### src/rtl/spi_master_mcp23s17_pkg.sv
// Shared types and constants for the MCP23S17-style SPI master.
// Contents:
//   state_t       - transaction FSM states
//   OPCODE_BASE   - fixed upper nibble of the opcode byte
//   REG_*         - register addresses used by the emulator
//   RESP_*        - emulator read responses for those registers
//   opcode_byte() - builds {OPCODE_BASE, dev, rw}
package mcp23s17_pkg;

    typedef enum logic [2:0] {
        IDLE,
        SETUP,
        SHIFT,
        HOLD,
        GAP,
        DONE
    } state_t;

    localparam logic [3:0] OPCODE_BASE = 4'b0100;

    localparam logic [7:0] REG_IODIR = 8'h00;
    localparam logic [7:0] REG_IOCON = 8'h0A;
    localparam logic [7:0] REG_0F    = 8'h0F;

    localparam logic [7:0] RESP_IOCON = 8'h28;
    localparam logic [7:0] RESP_0F    = 8'hF9;
    localparam logic [7:0] RESP_IODIR = 8'hE4;

    function automatic logic [7:0] opcode_byte(input logic [2:0] dev, input logic rw);
        return {OPCODE_BASE, dev, rw};
    endfunction

endpackage

### src/rtl/spi_master_mcp23s17_if.sv
// Command port and SPI pins of the MCP23S17 SPI master, bundled.
// Signals:
//   start_i, rw_i, reg_addr_i, wr_data_i - command request (controller -> master)
//   busy_o, done_o, rd_data_o            - status/result (master -> controller)
//   spiClk_o, cs_o, mosi_o               - SPI pins driven by the master
//   miso_i                               - SPI data returned by the slave
// Modports:
//   master - view of the SPI master itself
//   slave  - view of the controller / SPI device on the other side
interface spi_master_mcp23s17_if;

    logic       start_i;
    logic       rw_i;
    logic [7:0] reg_addr_i;
    logic [7:0] wr_data_i;
    logic       busy_o;
    logic       done_o;
    logic [7:0] rd_data_o;
    logic       spiClk_o;
    logic       cs_o;
    logic       mosi_o;
    logic       miso_i;

    modport master (
        input  start_i, rw_i, reg_addr_i, wr_data_i, miso_i,
        output busy_o, done_o, rd_data_o, spiClk_o, cs_o, mosi_o
    );

    modport slave (
        output start_i, rw_i, reg_addr_i, wr_data_i, miso_i,
        input  busy_o, done_o, rd_data_o, spiClk_o, cs_o, mosi_o
    );

endinterface

### src/rtl/spi_master_mcp23s17_timer.sv
// Half-period timer for the SPI master: free-running modulo-CLK_DIV counter.
// Ports:
//   sysClk - system clock
//   reset  - synchronous active-high reset
//   clear  - forces the count back to zero
//   tick   - high in the cycle where the count equals CLK_DIV-1
module spi_half_period_timer #(
    parameter int unsigned CLK_DIV = 8
) (
    input  logic sysClk,
    input  logic reset,
    input  logic clear,
    output logic tick
);

    logic [7:0] count;

    assign tick = (count == 8'(CLK_DIV - 1));

    // Wrapping on tick lets consecutive phases chain without an explicit clear.
    always_ff @(posedge sysClk) begin
        if (reset || clear || tick) begin
            count <= '0;
        end else begin
            count <= count + 8'd1;
        end
    end

endmodule

### src/rtl/spi_master_mcp23s17.sv
// SPI master (mode 0) issuing 3-byte MCP23S17 register transactions:
// opcode {0100, DEV_ADDR, rw}, register address, data (0x00 for reads).
// The third MISO byte of a read is returned on rd_data_o.
// Ports:
//   sysClk - system clock
//   reset  - synchronous active-high reset
//   bus    - command port and SPI pins (spi_master_mcp23s17_if.master)
// Parameters:
//   CLK_DIV  - sysClk cycles per SCLK half-period (4..255)
//   DEV_ADDR - hardware address placed in opcode bits [3:1]
module spi_master_mcp23s17
    import mcp23s17_pkg::*;
#(
    parameter int unsigned CLK_DIV  = 8,
    parameter logic [2:0]  DEV_ADDR = 3'b000
) (
    input  logic                  sysClk,
    input  logic                  reset,
    spi_master_mcp23s17_if.master bus
);

    state_t      state, state_d;
    logic        tick, timer_clear;
    logic [23:0] frame;
    logic [22:0] tx_shift, tx_shift_d;
    logic [7:0]  rx_shift, rx_shift_d;
    logic [4:0]  bit_cnt, bit_cnt_d;
    logic        last_bit, last_bit_d;
    logic        rw_q, rw_d;
    logic        sclk_q, sclk_d;
    logic        cs_q, cs_d;
    logic        mosi_q, mosi_d;
    logic        busy_q, busy_d;
    logic        done_q, done_d;
    logic [7:0]  rd_q, rd_d;

    assign frame = {opcode_byte(DEV_ADDR, bus.rw_i), bus.reg_addr_i,
                    bus.rw_i ? 8'h00 : bus.wr_data_i};

    spi_half_period_timer #(
        .CLK_DIV(CLK_DIV)
    ) u_timer (
        .sysClk(sysClk),
        .reset (reset),
        .clear (timer_clear),
        .tick  (tick)
    );

    always_ff @(posedge sysClk) begin
        if (reset) begin
            state <= IDLE;
        end else begin
            state <= state_d;
        end
    end

    always_comb begin
        state_d     = state;
        timer_clear = 1'b0;
        tx_shift_d  = tx_shift;
        rx_shift_d  = rx_shift;
        bit_cnt_d   = bit_cnt;
        last_bit_d  = last_bit;
        rw_d        = rw_q;
        sclk_d      = sclk_q;
        cs_d        = cs_q;
        mosi_d      = mosi_q;
        busy_d      = busy_q;
        done_d      = 1'b0;
        rd_d        = rd_q;

        unique case (state)
            IDLE: begin
                timer_clear = 1'b1;
                busy_d      = 1'b0;
                if (bus.start_i) begin
                    rw_d       = bus.rw_i;
                    tx_shift_d = frame[22:0];
                    mosi_d     = frame[23];
                    cs_d       = 1'b0;
                    bit_cnt_d  = 5'd23;
                    last_bit_d = 1'b0;
                    busy_d     = 1'b1;
                    state_d    = SETUP;
                end
            end
            SETUP: begin
                if (tick) begin
                    sclk_d     = 1'b1;
                    rx_shift_d = {rx_shift[6:0], bus.miso_i};
                    state_d    = SHIFT;
                end
            end
            SHIFT: begin
                // The SHIFT phase spans 48 half-periods, so after the 24th
                // falling edge it stays for one more low half-period
                // (flagged by last_bit) before handing over to HOLD.
                if (tick) begin
                    if (sclk_q) begin
                        sclk_d = 1'b0;
                        if (bit_cnt == 5'd0) begin
                            last_bit_d = 1'b1;
                        end else begin
                            bit_cnt_d  = bit_cnt - 5'd1;
                            mosi_d     = tx_shift[22];
                            tx_shift_d = {tx_shift[21:0], 1'b0};
                        end
                    end else if (last_bit) begin
                        state_d = HOLD;
                    end else begin
                        sclk_d     = 1'b1;
                        rx_shift_d = {rx_shift[6:0], bus.miso_i};
                    end
                end
            end
            HOLD: begin
                if (tick) begin
                    cs_d    = 1'b1;
                    mosi_d  = 1'b0;
                    state_d = GAP;
                end
            end
            GAP: begin
                if (tick) begin
                    state_d = DONE;
                end
            end
            DONE: begin
                timer_clear = 1'b1;
                done_d      = 1'b1;
                if (rw_q) begin
                    rd_d = rx_shift;
                end
                state_d = IDLE;
            end
            default: begin
                state_d = IDLE;
            end
        endcase
    end

    always_ff @(posedge sysClk) begin
        if (reset) begin
            tx_shift <= '0;
            rx_shift <= '0;
            bit_cnt  <= '0;
            last_bit <= 1'b0;
            rw_q     <= 1'b0;
            sclk_q   <= 1'b0;
            cs_q     <= 1'b1;
            mosi_q   <= 1'b0;
            busy_q   <= 1'b0;
            done_q   <= 1'b0;
            rd_q     <= '0;
        end else begin
            tx_shift <= tx_shift_d;
            rx_shift <= rx_shift_d;
            bit_cnt  <= bit_cnt_d;
            last_bit <= last_bit_d;
            rw_q     <= rw_d;
            sclk_q   <= sclk_d;
            cs_q     <= cs_d;
            mosi_q   <= mosi_d;
            busy_q   <= busy_d;
            done_q   <= done_d;
            rd_q     <= rd_d;
        end
    end

    assign bus.spiClk_o  = sclk_q;
    assign bus.cs_o      = cs_q;
    assign bus.mosi_o    = mosi_q;
    assign bus.busy_o    = busy_q;
    assign bus.done_o    = done_q;
    assign bus.rd_data_o = rd_q;

endmodule

### src/flat_wrapper.sv
// flat-port wrapper written by rule: the top's interface ports become plain ports
module spi_master_mcp23s17_flat import mcp23s17_pkg::*;
#(
    parameter int unsigned CLK_DIV  = 8,
    parameter logic [2:0]  DEV_ADDR = 3'b000
)
  (sysClk, reset, bus_start_i, bus_rw_i, bus_reg_addr_i, bus_wr_data_i, bus_miso_i, bus_busy_o, bus_done_o, bus_rd_data_o, bus_spiClk_o, bus_cs_o, bus_mosi_o);
  spi_master_mcp23s17_if bus_i ();
  input  logic sysClk;
  input  logic reset;
  input wire logic [$bits(bus_i.start_i)-1:0] bus_start_i;
  input wire logic [$bits(bus_i.rw_i)-1:0] bus_rw_i;
  input wire logic [$bits(bus_i.reg_addr_i)-1:0] bus_reg_addr_i;
  input wire logic [$bits(bus_i.wr_data_i)-1:0] bus_wr_data_i;
  input wire logic [$bits(bus_i.miso_i)-1:0] bus_miso_i;
  output wire logic [$bits(bus_i.busy_o)-1:0] bus_busy_o;
  output wire logic [$bits(bus_i.done_o)-1:0] bus_done_o;
  output wire logic [$bits(bus_i.rd_data_o)-1:0] bus_rd_data_o;
  output wire logic [$bits(bus_i.spiClk_o)-1:0] bus_spiClk_o;
  output wire logic [$bits(bus_i.cs_o)-1:0] bus_cs_o;
  output wire logic [$bits(bus_i.mosi_o)-1:0] bus_mosi_o;
  assign bus_i.start_i = bus_start_i;
  assign bus_i.rw_i = bus_rw_i;
  assign bus_i.reg_addr_i = bus_reg_addr_i;
  assign bus_i.wr_data_i = bus_wr_data_i;
  assign bus_i.miso_i = bus_miso_i;
  assign bus_busy_o = bus_i.busy_o;
  assign bus_done_o = bus_i.done_o;
  assign bus_rd_data_o = bus_i.rd_data_o;
  assign bus_spiClk_o = bus_i.spiClk_o;
  assign bus_cs_o = bus_i.cs_o;
  assign bus_mosi_o = bus_i.mosi_o;
  spi_master_mcp23s17 #(.CLK_DIV(CLK_DIV), .DEV_ADDR(DEV_ADDR)) u_core (.sysClk(sysClk), .reset(reset), .bus(bus_i));
endmodule
### config.mk
export PLATFORM = sky130hd
export DESIGN_NAME = spi_master_mcp23s17_flat
export DESIGN_NICKNAME = d
export VERILOG_FILES = /design/src/rtl/spi_master_mcp23s17_pkg.sv /design/src/rtl/spi_master_mcp23s17_if.sv /design/src/rtl/spi_master_mcp23s17_timer.sv /design/src/rtl/spi_master_mcp23s17.sv /design/src/flat_wrapper.sv
export SDC_FILE = /design/constraint.sdc
export NUM_CORES = 1
export LEC_CHECK = 0
export ABC_AREA = 1
export CAP_MARGIN = 20
export CORE_MARGIN = 3
export CORE_UTILIZATION = 35
export CTS_CLUSTER_DIAMETER = 120
export DETAILED_ROUTE_END_ITERATION = 6
export PLACE_DENSITY = 0.64
export SETUP_SLACK_MARGIN = 0.1
export SYNTH_ARGS = -nofsm -noshare
export SYNTH_HDL_FRONTEND = slang
export SYNTH_SLANG_ARGS = --single-unit
### constraint.sdc
create_clock -name sysClk -period 2.1 [get_ports sysClk]
set_input_delay 0.63 -clock sysClk [delete_from_list [all_inputs] [get_ports sysClk]]
set_output_delay 0.63 -clock sysClk [all_outputs]
set_load 0.005 [all_outputs]
Yosys cells after proc, flatten, opt, wreduce, memory -nomap -nowiden. Cells that the tools add are included.

Register bits after elaboration: 62. Input bits: 21. Output and inout port bits: 13. Logic and storage cells: 93.

Add/sub/neg operators: 2. Equal/unequal tests: 17. Mux-type cells: 43. Reductions and logical operators: 18.

Operators with widths (number): 2-to-1 mux 23 bit (4); case mux 23 bit (2 select lines) (1); 2-to-1 mux 8 bit (5); 2-to-1 mux 3 bit (7); 2-to-1 mux 5 bit (4); != test 2 bit (second input constant) (8); case mux 8 bit (2 select lines) (1); 2-to-1 mux 1 bit (15); case mux 3 bit (5 select lines) (1); AND reduction 5 bit (3); case mux 5 bit (2 select lines) (1); adder 8 x 1 -> 8 bit (second input constant) (1); == test 8 x 3 -> 1 bit (second input constant) (1); AND reduction 7 bit (1); == test 3 x 2 -> 1 bit (second input constant) (2); == test 3 bit (second input constant) (2); != test 2 x 1 -> 1 bit (second input constant) (3); case mux 1 bit (2 select lines) (3); AND reduction 3 bit (2); AND reduction 6 bit (1); nonzero test 2 bit (3); zero test 5 bit (1); subtractor 5 x 1 -> 5 bit (second input constant) (1); AND reduction 2 bit (2); 6 further kinds (7).

Longest topological paths before layout.
Depth after elaboration: 5. Mapped depth: 12. Gate-level depth less buffers: 11.

Hierarchy. A second synthesis with hierarchy kept.

Cells, all modules: 451. Area total of the unflattened synthesis: 3026.7 um^2.

Modules (own cells, without submodules): spi_master_mcp23s17 (times used 1, cells each 394, area each 2613.8 um^2, seq. area each 1081.0 um^2); spi_half_period_timer (times used 1, cells each 57, area each 412.9 um^2, seq. area each 160.2 um^2).

Worst setup path after synthesis. No wires, ideal clock.

Path kind: reg-to-reg. Start point: reg u_core.bit_cnt[0]. End point: reg u_core.bit_cnt[4]. Setup time: 0.112 ns. Arrival time: 1.367 ns. Required time: 1.988 ns. Slack: 0.621 ns. Cell stages (with the launch flop): 13. Buffers on the path: 2. Period minus slack after synthesis: 1.479 ns. Path through: dfxtp_1 inv_1 ha_1 nand2_1 nor2_1 nand2_1 nand2_1 nand2_4 nand2_4 buf_8 buf_12 nor2_2 nor2_1.

Word-level cells in the longest chain between the ends: 5. Elaborated cells between the ends (all ways): 8. Classes of those cells: add/sub: 1; eq/ne: 1; mux: 4; reduce/logical: 2.

Ends and longest elaborated chain: start: declaration (RTL line spi_master_mcp23s17.sv:27) `logic [4:0] bit_cnt, bit_cnt_d;`; start signal: assignment (RTL line spi_master_mcp23s17.sv:158) `bit_cnt <= bit_cnt_d;`; subtractor 5 x 1 -> 5 bit (RTL line spi_master_mcp23s17.sv:104) `bit_cnt_d = bit_cnt - 5'd1;`; 2-to-1 mux 5 bit (RTL line spi_master_mcp23s17.sv:101) `if (bit_cnt == 5'd0) begin`; 2-to-1 mux 5 bit (RTL line spi_master_mcp23s17.sv:99) `if (sclk_q) begin`; 2-to-1 mux 5 bit (RTL line spi_master_mcp23s17.sv:98) `if (tick) begin`; case mux 5 bit (2 select lines) (RTL line spi_master_mcp23s17.sv:72) `unique case (state)`.

Several ways; a longest one is shown, not always the timed one. The select of a mux whose other input is x is not followed. A chain may end at the register's enable or synchronous reset.

Final worst setup path.
Start point: reg u_core.sclk_q, in the netlist u_core.bus.spiClk_o. End point: out bus_spiClk_o.

RTL lines: start: declaration (RTL line spi_master_mcp23s17.sv:30) `logic sclk_q, sclk_d;`; start signal: assignment (RTL line spi_master_mcp23s17.sv:161) `sclk_q <= sclk_d;`; end: declaration (RTL line flat_wrapper.sv:19) `output wire logic [$bits(bus_i.spiClk_o)-1:0] bus_spiClk_o;`.

No word-level cell between the ends.

==> impl_metrics.tcl <==
set metrics [dict create \
    grt_pass1_wl_mm 11.6 \
    io_buffer_count 33 \
    yosys_warnings 0 \
    clock_sinks 62 \
    cp_slowest_cell "clkdlybuf4s50_1" \
    tns_ns 0 \
    multi_input_area_sq_mm 0.00154 \
    vias 2765 \
    wl_per_cell_um 10.8 \
    syn_inst 462 \
    muxShareOfSynthArea_pct 0 \
    clk_path_buf_depth 2 \
    cts-root-buf "clkbuf_8" \
    fmax_mhz 518 \
    clk-insertion-delay-late_ns 0.34 \
    cp_max_fo 4 \
    gp_congestion 0.765 \
    crit_chain "clkdlybuf4s50_1" \
    drc 0 \
    fin_skew_ns 0.00657 \
    p_per_area_mw_per_mm2 1160 \
    cts_max_level 3 \
    grt_max_degree 34 \
    crit_path_end_kind "output pin" \
    synth_compound_area_share_pct 9.73 \
    fp.dieH_um 102 \
    async_flop_share_pct 0 \
    leakagePower_nw 1.68 \
    hold_path_class "flip-flop to flip-flop" \
    dp_cells 587 \
    dpl.hpwl_mm 4.28 \
    clk_pin_slew_worst_paths_ns 0.07 \
    viasPerCell 4.59 \
    first_global_vias 2619 \
    r2r-end "u_core.bus.rd_data_o[0]" \
    start_util_pct 36.6 \
    slew_violations 0 \
    die_w_um 102 \
    rsz0062_at_grt "false" \
    finalCritPeriodShare_pct 91.9 \
    yosys.area_share.simple_pct 36.2 \
    regArea_sq_mm 0.00124 \
    status "finished clean" \
    yosys.area.top_type "dfxtp_1" \
    die-area_sq_mm 0.0105 \
    synth_edf_count 0 \
    cp.buffers_inverters 1 \
    diodes 0 \
    ff2ff_path_depth 4 \
    syn_nets 485 \
    antenna_found_initial 0 \
    slew_headroom_pct 59.0 \
    yosys-top-cells-area "dfxtp_1 38%, nand2_1 14%, inv_1 6.9%" \
    crit_family "buffers and inverters" \
    yosys.area_share.xor_xnor_pct 0.539 \
    cp_data_arrival_time_ns 1.30 \
    r2r-start "u_core.state[1]" \
    cpPeakStageDelay_ns 0.54 \
    ys_ff_latch 62 \
    setup_viol 0 \
    hold_end "u_core.bus.rd_data_o[2]" \
    fillCellCount 879 \
    routed_wirelength_mm 6.49 \
    irDropWorstVdd_mv 0.377 \
    hold_depth 2 \
    core-area_sq_mm 0.00889 \
    synthesis.area_sq_mm 0.00325 \
    hold_viol 0 \
    post_cts_buffers 0 \
    cp.required_ns 1.47 \
    worstHoldStart "u_core.bus.rd_data_o[2]" \
    synth_top_family_by_area "simple AND/OR/NAND/NOR gates" \
    final_nets 513 \
    ys_types 34 \
    yosysSeqAreaShare_pct 38.2 \
    first_iter_violations 153 \
    synth_adder_area_share_pct 0.770 \
    cts_made_buffers 9 \
    cts_tree "done" \
    grt-ovfl-total 0 \
    io_pins 34 \
    ys.flop_type "dfxtp_1" \
    area_delta_synth_final_pct 17.1 \
    synth.avg_cell_area_sq_um 7.04 \
    yosys.area.top_type_share_pct 38.2 \
    drive_above_1_share_pct 13.3 \
    grt_usage_pct 13.7 \
    worst_slew_pin_slew_ns 0.614 \
    first_pass_iters 4 \
    startpoint_type "flip-flop" \
    rows 34 \
    r2r_slack_ns 0.32 \
    holdBufCountCts 0 \
    instances_no_fill 603 \
    cap_violations 0 \
    path_class "flip-flop to output pin" \
    post_cts_resized 0 \
    fin_crit_ns 1.93 \
    drtAntennaViolNets 0 \
]
## cell families after synthesis
| kind of cell | count (synthesis) |
|---|---|
| AO/OA/AOI/OAI | 54 |
| flip-flops | 62 |
| adder cells (fa/ha/maj) | 2 |
| XOR/XNOR | 2 |
| buffers and inverters | 87 |
| AND/OR/NAND/NOR | 255 |
## worst max path at each step
stage                        start  cells past startpoint  slack, ns                 end
3_5_place_dp              bus_rw_i                      8       0.12  u_core.tx_shift[7]
3_3_place_gp              bus_rw_i                      8       0.14  u_core.tx_shift[7]
4_1_cts        u_core.bus.spiClk_o                      1       0.13        bus_spiClk_o
2_1_floorplan    u_core.bit_cnt[0]                     12       0.62   u_core.bit_cnt[4]
5_1_grt        u_core.bus.spiClk_o                      1       0.10        bus_spiClk_o
6_report       u_core.bus.spiClk_o                      1       0.17        bus_spiClk_o
## layout make-up
cell class | count | area share, %
multi-input cells | 313 | 40.4
clock buffers | 10 | 3.35
flip-flops and latches | 62 | 32.6
clock inverters | 6 | 2.89
well taps | 108 | 3.55
repair buffers | 41 | 10.9
inverters | 63 | 6.34
## stage by stage
| stage | hold WS, ns | area [sq um] | utilization, % | power [mW] | worst slack, ns |
|---|---|---|---|---|---|
| after floorplan | 0.418 | 3250 | - | 2.99 | 0.621 |
| after global placement | 0.432 | 3570 | 40.2 | 3.14 | 0.139 |
| after detailed placement | 0.433 | 3570 | 40.2 | 3.17 | 0.123 |
| after CTS | 0.448 | 3810 | 42.8 | 4.46 | 0.132 |
| after global routing | 0.473 | 3810 | 42.8 | 4.76 | 0.100 |
| final | 0.446 | 3810 | 42.8 | 4.40 | 0.170 |
## power breakdown
| group | internal, mW | total [mW] | switching [mW] |
|---|---|---|---|
| combinational | 0.608 | 1.58 | 0.974 |
| sequential | 1.40 | 1.56 | 0.161 |
| clock | 0.786 | 1.26 | 0.470 |
## layer usage
metal	GRT usage (%)	vias to the layer above	share of wire [%]
met5	0	-	0
met2	22.4	39	46
met1	17.4	1229	50
met3	3.41	7	2.9
li1	-	1490	-
met4	5.25	0	1.4
## Yosys cell counts (3+ instances only)
library cell / instances
a21oi_1: 18
a21oi_2: 11
buf_12: 3
buf_2: 5
buf_4: 5
buf_6: 6
dfxtp_1: 62
inv_1: 60
nand2_1: 124
nand2_2: 9
nand2_4: 4
nand3_1: 42
nand3_2: 4
nand4_1: 4
nor2_1: 50
nor2_2: 9
o21ai_0: 14
o21ai_1: 9
## cell usage in the layout (no fill, tap or decap)
master,n
buf_4,6
nor2_1,50
nor3b_1,2
clkbuf_1,1
nand4_1,4
a21oi_1,18
inv_1,60
nor3_1,2
inv_2,1
nor2_8,1
a21oi_2,11
clkinv_2,1
nand2_2,9
clkinvlp_4,2
xor2_1,2
buf_12,2
clkinv_1,1
clkdlybuf4s50_1,33
ha_1,2
nand2_1,124
and3_1,1
o21ai_1,9
o21ai_0,14
or2_2,1
nand3_4,2
clkinv_4,1
o21bai_1,1
bufinv_16,3
nor2_2,9
nand3_1,42
nand2_4,4
clkbuf_8,9
dfxtp_1,62
a211oi_1,1
nand3_2,4
## flip-flops by register name, summed over array words and instances (netlist names)
name,cells
u_core.bus.mosi_o,1
u_core.bus.done_o,1
u_core.rw_q,1
u_core.state,3
u_core.bus.spiClk_o,1
u_core.bus.busy_o,1
u_core.tx_shift,23
u_core.last_bit,1
u_core.bus.cs_o,1
u_core.rx_shift,8
u_core.u_timer.count,8
u_core.bit_cnt,5
u_core.bus.rd_data_o,8
No activity file was read; power rests on OpenSTA's default activity.
